**src/rtl/axis_pkg.sv**
```systemverilog
// Shared types for the AXI-Stream style routing blocks: destination index,
// packet-routing FSM states and the lane count.
package axis_pkg;

  localparam int N_PORTS = 4;

  typedef logic [1:0] axis_dest_t;

  typedef enum logic {
    IDLE = 1'b0,
    PKT  = 1'b1
  } axis_route_state_t;

  // One-hot lane mask for a destination index.
  function automatic logic [N_PORTS-1:0] dest_onehot(input axis_dest_t dest);
    logic [N_PORTS-1:0] mask;
    mask       = '0;
    mask[dest] = 1'b1;
    return mask;
  endfunction

endpackage

```
**src/rtl/axis_skid_buffer.sv**
```systemverilog
// Generic 2-entry register slice: an output register plus one skid register,
// giving full throughput with a registered upstream ready.
module axis_skid_buffer #(
  parameter int W = 8
) (
  input  logic         clk,
  input  logic         rst_n,
  input  logic [W-1:0] up_data,
  input  logic         up_valid,
  output logic         up_ready,
  output logic [W-1:0] dn_data,
  output logic         dn_valid,
  input  logic         dn_ready
);

  logic [W-1:0] out_q, out_d;
  logic         out_valid_q, out_valid_d;
  logic [W-1:0] skid_q, skid_d;
  logic         skid_valid_q, skid_valid_d;
  logic         ready_q;

  logic up_fire;
  logic dn_pop;

  assign up_fire = up_valid & ready_q;
  assign dn_pop  = out_valid_q & dn_ready;

  // NOTE: every signal written here gets its hold value first, so no path
  // through the if/else tree can leave one unassigned and infer a latch.
  always_comb begin
    out_d        = out_q;
    out_valid_d  = out_valid_q;
    skid_d       = skid_q;
    skid_valid_d = skid_valid_q;

    if (skid_valid_q) begin
      // Upstream is stalled while the skid is full; drain it on the next pop.
      if (dn_pop) begin
        out_d        = skid_q;
        skid_valid_d = 1'b0;
      end
    end else if (up_fire) begin
      if (!out_valid_q || dn_pop) begin
        out_d       = up_data;
        out_valid_d = 1'b1;
      end else begin
        skid_d       = up_data;
        skid_valid_d = 1'b1;
      end
    end else if (dn_pop) begin
      out_valid_d = 1'b0;
    end
  end

  // NOTE: state updates use non-blocking assignments so every register
  // samples the pre-edge values, independent of statement order.
  // NOTE: the payload registers are reset too, so the idle outputs are a
  // defined zero rather than X after reset.
  always_ff @(posedge clk or negedge rst_n) begin
    if (!rst_n) begin
      out_q        <= '0;
      out_valid_q  <= 1'b0;
      skid_q       <= '0;
      skid_valid_q <= 1'b0;
      ready_q      <= 1'b0;
    end else begin
      out_q        <= out_d;
      out_valid_q  <= out_valid_d;
      skid_q       <= skid_d;
      skid_valid_q <= skid_valid_d;
      ready_q      <= !skid_valid_d;
    end
  end

  assign up_ready = ready_q;
  assign dn_data  = out_q;
  assign dn_valid = out_valid_q;

endmodule

```
**src/rtl/axis_demux_1to4.sv**
```systemverilog
// 1-to-4 packet demultiplexer: the destination is latched on the first beat of a
// packet and held until the last beat is accepted, so packets are never split.
module axis_demux_1to4
  import axis_pkg::*;
#(
  parameter int WIDTH = 16
) (
  input  logic             clk,
  input  logic             rst_n,
  input  logic [1:0]       sel,
  input  logic [WIDTH-1:0] data,
  input  logic             last,
  input  logic             valid,
  output logic             ready,
  output logic [WIDTH-1:0] data_0,
  output logic             last_0,
  output logic             valid_0,
  input  logic             ready_0,
  output logic [WIDTH-1:0] data_1,
  output logic             last_1,
  output logic             valid_1,
  input  logic             ready_1,
  output logic [WIDTH-1:0] data_2,
  output logic             last_2,
  output logic             valid_2,
  input  logic             ready_2,
  output logic [WIDTH-1:0] data_3,
  output logic             last_3,
  output logic             valid_3,
  input  logic             ready_3,
  output logic             busy
);

  localparam int SW = WIDTH + 1 + $bits(axis_dest_t);

  axis_route_state_t state_q, state_d;
  axis_dest_t        route_q, route_d;
  axis_dest_t        dest;
  logic              accept;

  logic [SW-1:0]     up_bus;
  logic [SW-1:0]     dn_bus;
  logic              dn_valid;
  logic              dn_ready;

  axis_dest_t        out_dest;
  logic              out_last;
  logic [WIDTH-1:0]  out_data;
  logic [N_PORTS-1:0] ready_v;
  logic [N_PORTS-1:0] valid_v;

  assign accept = valid & ready;

  // ---------------------------------------------------------------------------
  // Packet routing FSM
  // ---------------------------------------------------------------------------
  always_comb begin
    state_d = state_q;
    route_d = route_q;
    unique case (state_q)
      IDLE: begin
        if (accept) begin
          route_d = sel;
          if (!last) state_d = PKT;
        end
      end
      PKT: begin
        if (accept && last) state_d = IDLE;
      end
      default: state_d = IDLE;
    endcase
  end

  always_ff @(posedge clk or negedge rst_n) begin
    if (!rst_n) begin
      state_q <= IDLE;
      route_q <= '0;
    end else begin
      state_q <= state_d;
      route_q <= route_d;
    end
  end

  assign busy = (state_q == PKT);

  // The first beat routes on the live sel; later beats reuse the latched route.
  assign dest   = (state_q == IDLE) ? sel : route_q;
  assign up_bus = {dest, last, data};

  // ---------------------------------------------------------------------------
  // Datapath register slice carrying {dest, last, data}
  // ---------------------------------------------------------------------------
  axis_skid_buffer #(
    .W (SW)
  ) u_skid (
    .clk      (clk),
    .rst_n    (rst_n),
    .up_data  (up_bus),
    .up_valid (valid),
    .up_ready (ready),
    .dn_data  (dn_bus),
    .dn_valid (dn_valid),
    .dn_ready (dn_ready)
  );

  assign {out_dest, out_last, out_data} = dn_bus;

  // ---------------------------------------------------------------------------
  // One-hot steering: only the addressed lane's ready can pop the beat
  // ---------------------------------------------------------------------------
  assign ready_v  = {ready_3, ready_2, ready_1, ready_0};
  assign dn_ready = ready_v[out_dest];
  assign valid_v  = dn_valid ? dest_onehot(out_dest) : '0;

  assign valid_0 = valid_v[0];
  assign valid_1 = valid_v[1];
  assign valid_2 = valid_v[2];
  assign valid_3 = valid_v[3];

  assign data_0 = out_data;
  assign data_1 = out_data;
  assign data_2 = out_data;
  assign data_3 = out_data;

  assign last_0 = out_last;
  assign last_1 = out_last;
  assign last_2 = out_last;
  assign last_3 = out_last;

endmodule
```
**config.mk**
```make
export PLATFORM = sky130hd
export DESIGN_NAME = axis_demux_1to4
export DESIGN_NICKNAME = d
export VERILOG_FILES = /design/src/rtl/axis_pkg.sv /design/src/rtl/axis_skid_buffer.sv /design/src/rtl/axis_demux_1to4.sv
export SDC_FILE = /design/constraint.sdc
export NUM_CORES = 1
export LEC_CHECK = 0
export ABC_CLOCK_PERIOD_IN_PS = 2000
export CORE_MARGIN = 2
export CORE_UTILIZATION = 39
export CTS_CLUSTER_DIAMETER = 80
export CTS_CLUSTER_SIZE = 20
export DETAILED_ROUTE_END_ITERATION = 6
export PLACE_DENSITY = 0.76
export SLEW_MARGIN = 40
export SYNTH_ARGS = -nofsm -noshare
export SYNTH_HDL_FRONTEND = slang
export SYNTH_HIERARCHICAL = 1
export SYNTH_SLANG_ARGS = --single-unit
```
**constraint.sdc**
```tcl
create_clock -name clk -period 2 [get_ports clk]
set_clock_uncertainty 0.15 [all_clocks]
set_input_delay 0.2 -clock clk [delete_from_list [all_inputs] [get_ports clk]]
set_output_delay 0.2 -clock clk [all_outputs]
set_load 0.01 [all_outputs]
```
==> summary.txt, run 1 <==
Status
  – Status: complete, no violations

Power and ir drop
  – Lkg Pwr: 1.40 nW
  – Seq pwr share: 0.298
  – Clock power share: 0.116
  – Pint: 3.95 mW
  – Combinational share of power: 0.586
  – Sw frac: 0.317
  – Psw: 1.84 mW
  – Pwr/cell area: 1740 nW/um2
  – Worst VDD drop: 0.000940 V
  – Total power: 5.79 mW

Min path
  – Worst Hold Class: in -> async

Finish
  – Syn-to-layout area delta: 35.6%
  – Share of cells above drive strength 1: 0.340
  – Final nets: 266
  – Final Cell Area: 3320 um2
  – Non-filler cells, final: 316
  – Diodes inserted: 0

Clock tree
  – CTS root buffer: clkbuf_8
  – Clock latency on the worst-skew pair: 0.30 ns
  – CTS tree: built
  – CTS buffer count: 5
  – H-tree Lvls: 2
  – Max Buffers Root-to-Sink: 2
  – Clock slew at reported path FFs: 0.08 ns
  – # clock sinks: 44
  – Setup Buffers After CTS: 0

Worst setup path
  – Cell Chain, Critical Path: mux4_2 > nor3b_4 > buf_12 > mux2_2
  – Worst Setup End Kind: register
  – Critical path class: reg -> reg
  – Delay-heaviest family, CP: multiplexers
  – Worst Setup Start Kind: register
  – Worst EP required: 2.04 ns
  – Slowest CP cell: mux4_2
  – Reg2reg path depth: 4
  – RR Startpoint: u_skid/dn_data[17]$_DFFE_PN0P_
  – Number of buffers and inverters on the critical path: 1
  – Reg2reg setup slack: 0.03 ns
  – Max FO, Critical Path: 21
  – Crit path DAT: 2.01 ns
  – CP peak stage delay: 0.56 ns
  – Crit Reg-Reg Endpoint: u_skid/skid_q[4]$_DFFE_PN0P_

Place
  – Dpl ws: -0.195 ns
  – Port Buf Inserts: 99
  – Cell Area, Placed: 3200 um2
  – Final Wtd Congestion: 0.650
  – Placed cells: 307
  – Dpl hpwl: 3170 um

Yosys
  – Share of the synthesized area in the top cell type: 0.449
  – Synthesized area: 2450 um2
  – Syn Inst Count: 181
  – Synth area leaders: dfrtp_1 (45%), mux2_2 (22%), buf_4 (16%)
  – Synth Register Bits: 44
  – Largest area contributor in the netlist: dfrtp_1
  – Synth cell types: 23
  – Syn avg cell area: 13.5 um2
  – Seq/Total Area, Yosys: 0.449
  – Synth Warn #: 6
  – Post-Syn Nets: 207

GRT
  – GRT Overall Usage: 0.130
  – First-pass GRT wire length: 7310 um
  – Initial antenna violation count: 0
  – Largest net degree at the start of global routing: 45
  – Vias in the first global route: 1446
  – Total gr overflow: 0

Floorplan
  – Die width: 83.3 um
  – I/O Pins: 100
  – Std-Cell Rows: 28
  – CORE AREA: 5990 um2
  – Initial core utilization: 0.409
  – DIE HEIGHT: 83.3 um
  – Die Area: 6930 um2

STA
  – RSZ-0062 raised after global routing: yes
  – Final worst slack: 0.0321 ns
  – Max-slew violations: 0
  – Relative max-transition margin: 0.821
  – Hold WS: 0.266 ns
  – Final worst-path cycle share: 0.984
  – Post-layout min period: 1.97 ns
  – Final Hold Viols: 0
  – Actual slew at the worst max-slew pin: 0.268 ns
  – Final setup viols: 0
  – Max Clock Freq: 0.508 GHz

Run
  – Max-capacitance violation count: 0

Drt
  – Drt wl/cell: 13.9 um
  – 1st-iter DRT viols: 47
  – Final WL: 4410 um
  – Detailed-route via count: 1481
  – 1st-pass router iterations: 4
  – # DRC: 0
  – Vias per cell: 4.69
  – Final ANT Viol Nets: 0
timing repair:
| action | in CTS | in global routing |
|---|---|---|
| hold buffers | 1 | 0 |
| gates resized for setup | 0 | 2 |
| hold endpoints to repair | 44 | 0 |
| setup endpoints to repair | 0 | 20 |
cell usage after synthesis:
| library cell | count |
|---|---|
| buf_4 | 51 |
| mux2_2 | 47 |
| dfrtp_1 | 44 |
| mux2_4 | 10 |
| mux2_1 | 4 |
| nand2_1 | 4 |
| buf_6 | 3 |
| a21oi_1 | 2 |
| nand3b_4 | 2 |
| a21o_1 | 1 |
| a22oi_4 | 1 |
| a31oi_1 | 1 |
| and3_2 | 1 |
| and3b_2 | 1 |
| buf_12 | 1 |
| buf_2 | 1 |
| clkbuf_1 | 1 |
| inv_1 | 1 |
| mux4_2 | 1 |
| nor2_1 | 1 |
| nor3b_1 | 1 |
| nor3b_4 | 1 |
| o21ai_0 | 1 |
worst max-delay path by stage:
stage	startpoint	to	slack [ns]	cells past startpoint
final	u_skid/dn_data[17]$_DFFE_PN0P_	u_skid/skid_q[4]$_DFFE_PN0P_	0.03	4
after global routing	u_skid/dn_data[17]$_DFFE_PN0P_	u_skid/skid_q[11]$_DFFE_PN0P_	-0.03	4
after CTS	u_skid/dn_data[17]$_DFFE_PN0P_	u_skid/skid_q[4]$_DFFE_PN0P_	0.01	4
after detailed placement	ready_3	u_skid/skid_q[4]$_DFFE_PN0P_	-0.19	5
after global placement	ready_3	u_skid/skid_q[5]$_DFFE_PN0P_	-0.14	5
after floorplan	u_skid/dn_data[17]$_DFFE_PN0P_	u_skid/skid_q[0]$_DFFE_PN0P_	0.03	4
through the flow:
step                       util  setup TNS (ns)
after floorplan               -               0
after global placement    0.534           -3.67
after detailed placement  0.534           -5.15
after CTS                 0.554               0
after global routing      0.555          -0.400
final                     0.555               0
flip-flops by register name, summed over array words and instances (netlist names), named ones only:
name	cells
u_skid/dn_data	19
u_skid/skid_valid_q	1
u_skid/up_ready	1
u_skid/skid_q	19
u_skid/dn_valid	1
route_q	2
tightest hold or removal path, delay by kind of cell:
kind / cells / cell delay [ns]
buffers and inverters: 3 / 0.89
cell type report:
cell class,instances,area (um2)
timing repair buffer,109,1120
tap,75,93.8
multi-input combinational,79,900
clock inverter,2,35.0
clock buffer,6,72.6
inverter,1,3.75
fill,502,2670
sequential,44,1100
power groups by stage:
stage | registers, mW | clock network (mW) | logic, mW
6_report | 1.73 | 0.669 | 3.40
5_1_grt | 1.82 | 0.728 | 3.59
4_1_cts | 1.74 | 0.694 | 3.44
3_5_place_dp | 1.75 | 0 | 3.43
3_3_place_gp | 1.72 | 0 | 3.37
2_1_floorplan | 1.77 | 0 | 2.28
placed cells by master, fill, tap and decap left out:
cell / count
a21o_1: 1
a21oi_1: 2
a22oi_4: 1
a31oi_1: 1
and3_2: 1
and3b_2: 1
buf_12: 4
buf_2: 1
buf_4: 5
bufinv_16: 1
clkbuf_1: 1
clkbuf_8: 5
clkdlybuf4s50_1: 97
clkinv_2: 1
dfrtp_1: 43
dfrtp_2: 1
dlygate4sd3_1: 1
dlymetal6s2s_1: 1
inv_1: 1
mux2_1: 4
mux2_2: 47
mux2_4: 10
mux4_2: 1
nand2_1: 4
nand3b_4: 2
nor2_1: 1
nor3b_1: 1
nor3b_4: 1
o21ai_0: 1
cell families after synthesis:
family | after synthesis | synth area share
mux | 62 | 0.305
buf+inv | 58 | 0.183
flops | 44 | 0.449
simple gates | 11 | 0.0419
compound gates | 6 | 0.0204
metal layers:
layer  vias to the layer above  track usage  routed length [um]
met5                         -            0                   0
met4                         0       0.0537                  65
met3                         9       0.0348                 304
met2                        70        0.209                2100
met1                       712        0.165                1940
li1                        690            -                   -
Note: power is estimated with default switching activity, not from simulation.
==> inputs of run 2 (changes only) <==
- SETUP_SLACK_MARGIN: unset -> 0.15
==> run 2 against run 1 <==
  * The flow now finishes with violations (negative setup slack)
  * Non-clock buffer count is 9 higher
  * Clock power decreased by 16%
  * Combinational power up 9.4%
  * Total power increased by 3.4%
  * Final cell count up 2.8%
  * Die area stayed put
  * Worst hold slack got worse by 0.0078 ns
  * Register-to-register slack lost 0.10 ns
  * Sequential share of layout area is 0.86 points lower
  * Core utilization rose by 1.4 points
  * Critical path depth up 1
  * Critical endpoint is now u_skid/skid_q[5]$_DFFE_PN0P_
  * Highest routed layer unchanged
==> summary.txt, run 2 (synthesized netlist as in run 1, its figures left out) <==
Min path
  – Worst Hold Class: in -> async

Floorplan
  – CORE AREA: 5990 um2 (unchanged)
  – Std-Cell Rows: 28 (unchanged)
  – DIE HEIGHT: 83.3 um (unchanged)
  – Die Area: 6930 um2 (unchanged)
  – I/O Pins: 100 (unchanged)
  – Initial core utilization: 0.409 (unchanged)
  – Die width: 83.3 um (unchanged)

Clock tree
  – Clock slew at reported path FFs: 0.08 ns (about the same)
  – H-tree Lvls: 2 (unchanged)
  – CTS root buffer: clkbuf_8
  – CTS buffer count: 5 (unchanged)
  – Max Buffers Root-to-Sink: 2 (unchanged)
  – Clock latency on the worst-skew pair: 0.28 ns (-0.02 ns)
  – CTS tree: built
  – # clock sinks: 44 (unchanged)

Drt
  – Detailed-route via count: 1496 (+1.0%)
  – Vias per cell: 4.60 (-1.8%)
  – Final WL: 4720 um (+7.1%)
  – # DRC: 0 (unchanged)
  – Drt wl/cell: 14.5 um (+4.1%)
  – 1st-iter DRT viols: 10 (-79%)
  – 1st-pass router iterations: 3 (-1)
  – Final ANT Viol Nets: 0 (unchanged)

STA
  – Actual slew at the worst max-slew pin: 0.509 ns (+0.240 ns)
  – Final worst-path cycle share: 1.03 (+0.0499)
  – Final worst slack: -0.0676 ns (-0.0998 ns)
  – Post-layout min period: 2.07 ns (+0.0998 ns)
  – Relative max-transition margin: 0.661 (-0.160)
  – RSZ-0062 raised after global routing: yes
  – Final setup viols: 29 (+29)
  – Max Clock Freq: 0.484 GHz (-4.8%)
  – Final Hold Viols: 0 (unchanged)
  – Max-slew violations: 0 (unchanged)

Power and ir drop
  – Worst VDD drop: 0.000912 V (-3.0%)
  – Lkg Pwr: 1.46 nW (+4.4%)
  – Pwr/cell area: 1760 nW/um2 (+0.84%)
  – Total power: 5.99 mW (+3.4%)

GRT
  – Vias in the first global route: 1557 (+7.7%)
  – First-pass GRT wire length: 7770 um (+6.2%)
  – Initial antenna violation count: 0 (unchanged)
  – GRT Overall Usage: 0.140 (+0.0105)
  – Total gr overflow: 0 (unchanged)
  – Largest net degree at the start of global routing: 24 (-47%)

Worst setup path
  – Max FO, Critical Path: 21 (unchanged)
  – Number of buffers and inverters on the critical path: 2 (+1)
  – Delay-heaviest family, CP: multiplexers
  – Worst Setup Start Kind: register
  – Worst Setup End Kind: register
  – Crit path DAT: 2.09 ns (+0.08 ns)
  – Critical path class: reg -> reg
  – Slowest CP cell: mux4_2
  – Cell Chain, Critical Path: mux4_2 > buf_4 > nor3b_4 > buf_12 > mux2_2
  – Worst EP required: 2.02 ns (-0.02 ns)
  – CP peak stage delay: 0.51 ns (-0.05 ns)

Status
  – Failing checks: negative setup slack
  – Status: finished with violations

Finish
  – Commonest cells after routing, fill and taps aside: clkdlybuf4s50_1 (94), mux2_2 (46), dfrtp_1 (44)
  – Diodes inserted: 0 (unchanged)
  – Share of cells above drive strength 1: 0.368 (+0.0278)
  – Fillers: 490 (-2.4%)
  – Storage cell area: 1100 um2 (-0.11%)
  – Multi-input logic area: 903 um2 (+0.42%)
  – Syn-to-layout area delta: 39.1%
  – Commonest non-fill, non-tap cell in the layout: clkdlybuf4s50_1
  – Final Cell Area: 3410 um2 (+2.6%)
  – Final nets: 275 (+3.4%)

Place
  – Dpl hpwl: 3180 um (+0.42%)
  – Final Wtd Congestion: 0.722 (+11%)
  – Port Buf Inserts: 99 (unchanged)
  – Cell Area, Placed: 3170 um2 (-0.94%)

Run
  – Max-capacitance violation count: 0 (unchanged)
## run 2: final cells by class
type,count,share of cell area
Clock inverter,2,0.00294
Inverter,1,0.00110
Clock buffer,6,0.0242
Timing Repair Buffer,118,0.356
Sequential cell,44,0.323
Tap cell,75,0.0275
Multi-Input combinational cell,79,0.265
## run 2: per-layer routing
metal / vias up / part of all wire / global-route usage
met5: - / 0 / 0
met4: 0 / 0.0083 / 0.0417
met3: 4 / 0.053 / 0.0338
met2: 63 / 0.51 / 0.246
met1: 718 / 0.43 / 0.170
li1: 711 / - / -
## run 2: worst paths after layout
path	start	to	slack, ns	depth (start not counted)
hold / removal	rst_n	u_skid/dn_data[7]$_DFFE_PN0P_	0.26	2
hold reg to reg	u_skid/skid_q[6]$_DFFE_PN0P_	u_skid/skid_q[6]$_DFFE_PN0P_	0.34	1
setup reg to reg	u_skid/dn_data[17]$_DFFE_PN0P_	u_skid/skid_q[5]$_DFFE_PN0P_	-0.07	5
min in group clk	u_skid/skid_q[6]$_DFFE_PN0P_	u_skid/skid_q[6]$_DFFE_PN0P_	0.34	1
max in group asynchronous	rst_n	u_skid/dn_data[9]$_DFFE_PN0P_	0.75	3
setup / recovery	u_skid/dn_data[17]$_DFFE_PN0P_	u_skid/skid_q[5]$_DFFE_PN0P_	-0.07	5
## run 2: worst reg2reg max path, cell delays in order (launching register included)
cell     delay (ns)
dfrtp_1        0.38
mux4_2         0.51
buf_4          0.16
nor3b_4        0.20
buf_12         0.20
mux2_2         0.36
## run 2: repair_timing
item                                   CTS  global route
resized for setup                        6             2
endpoints found under the hold margin   22             0
setup endpoints to repair               42            40
gates cloned                             1             0
pin swaps                                1             0
hold buffers                             1             0
setup buffers                            6             1
## run 2: metrics by stage
| step | worst slack, ns | instances | hold slack [ns] | setup TNS, ns | util |
|---|---|---|---|---|---|
| floorplan | 0.0331 | 181 | -0.246 | 0 | - |
| global placement | -0.329 | 308 | 0.0501 | -10.81 | 0.529 |
| detailed placement | -0.365 | 308 | 0.0496 | -11.49 | 0.529 |
| CTS | -0.0881 | 324 | 0.274 | -1.77 | 0.567 |
| global route | -0.133 | 325 | 0.312 | -3.38 | 0.569 |
| finish | -0.0676 | 325 | 0.258 | -1.25 | 0.569 |
## run 2: where the power goes
group          total, mW  switching [mW]  internal [mW]
clock network      0.563           0.288          0.276
logic               3.72            1.28           2.44
registers           1.70           0.360           1.34
total               5.99            1.93           4.06
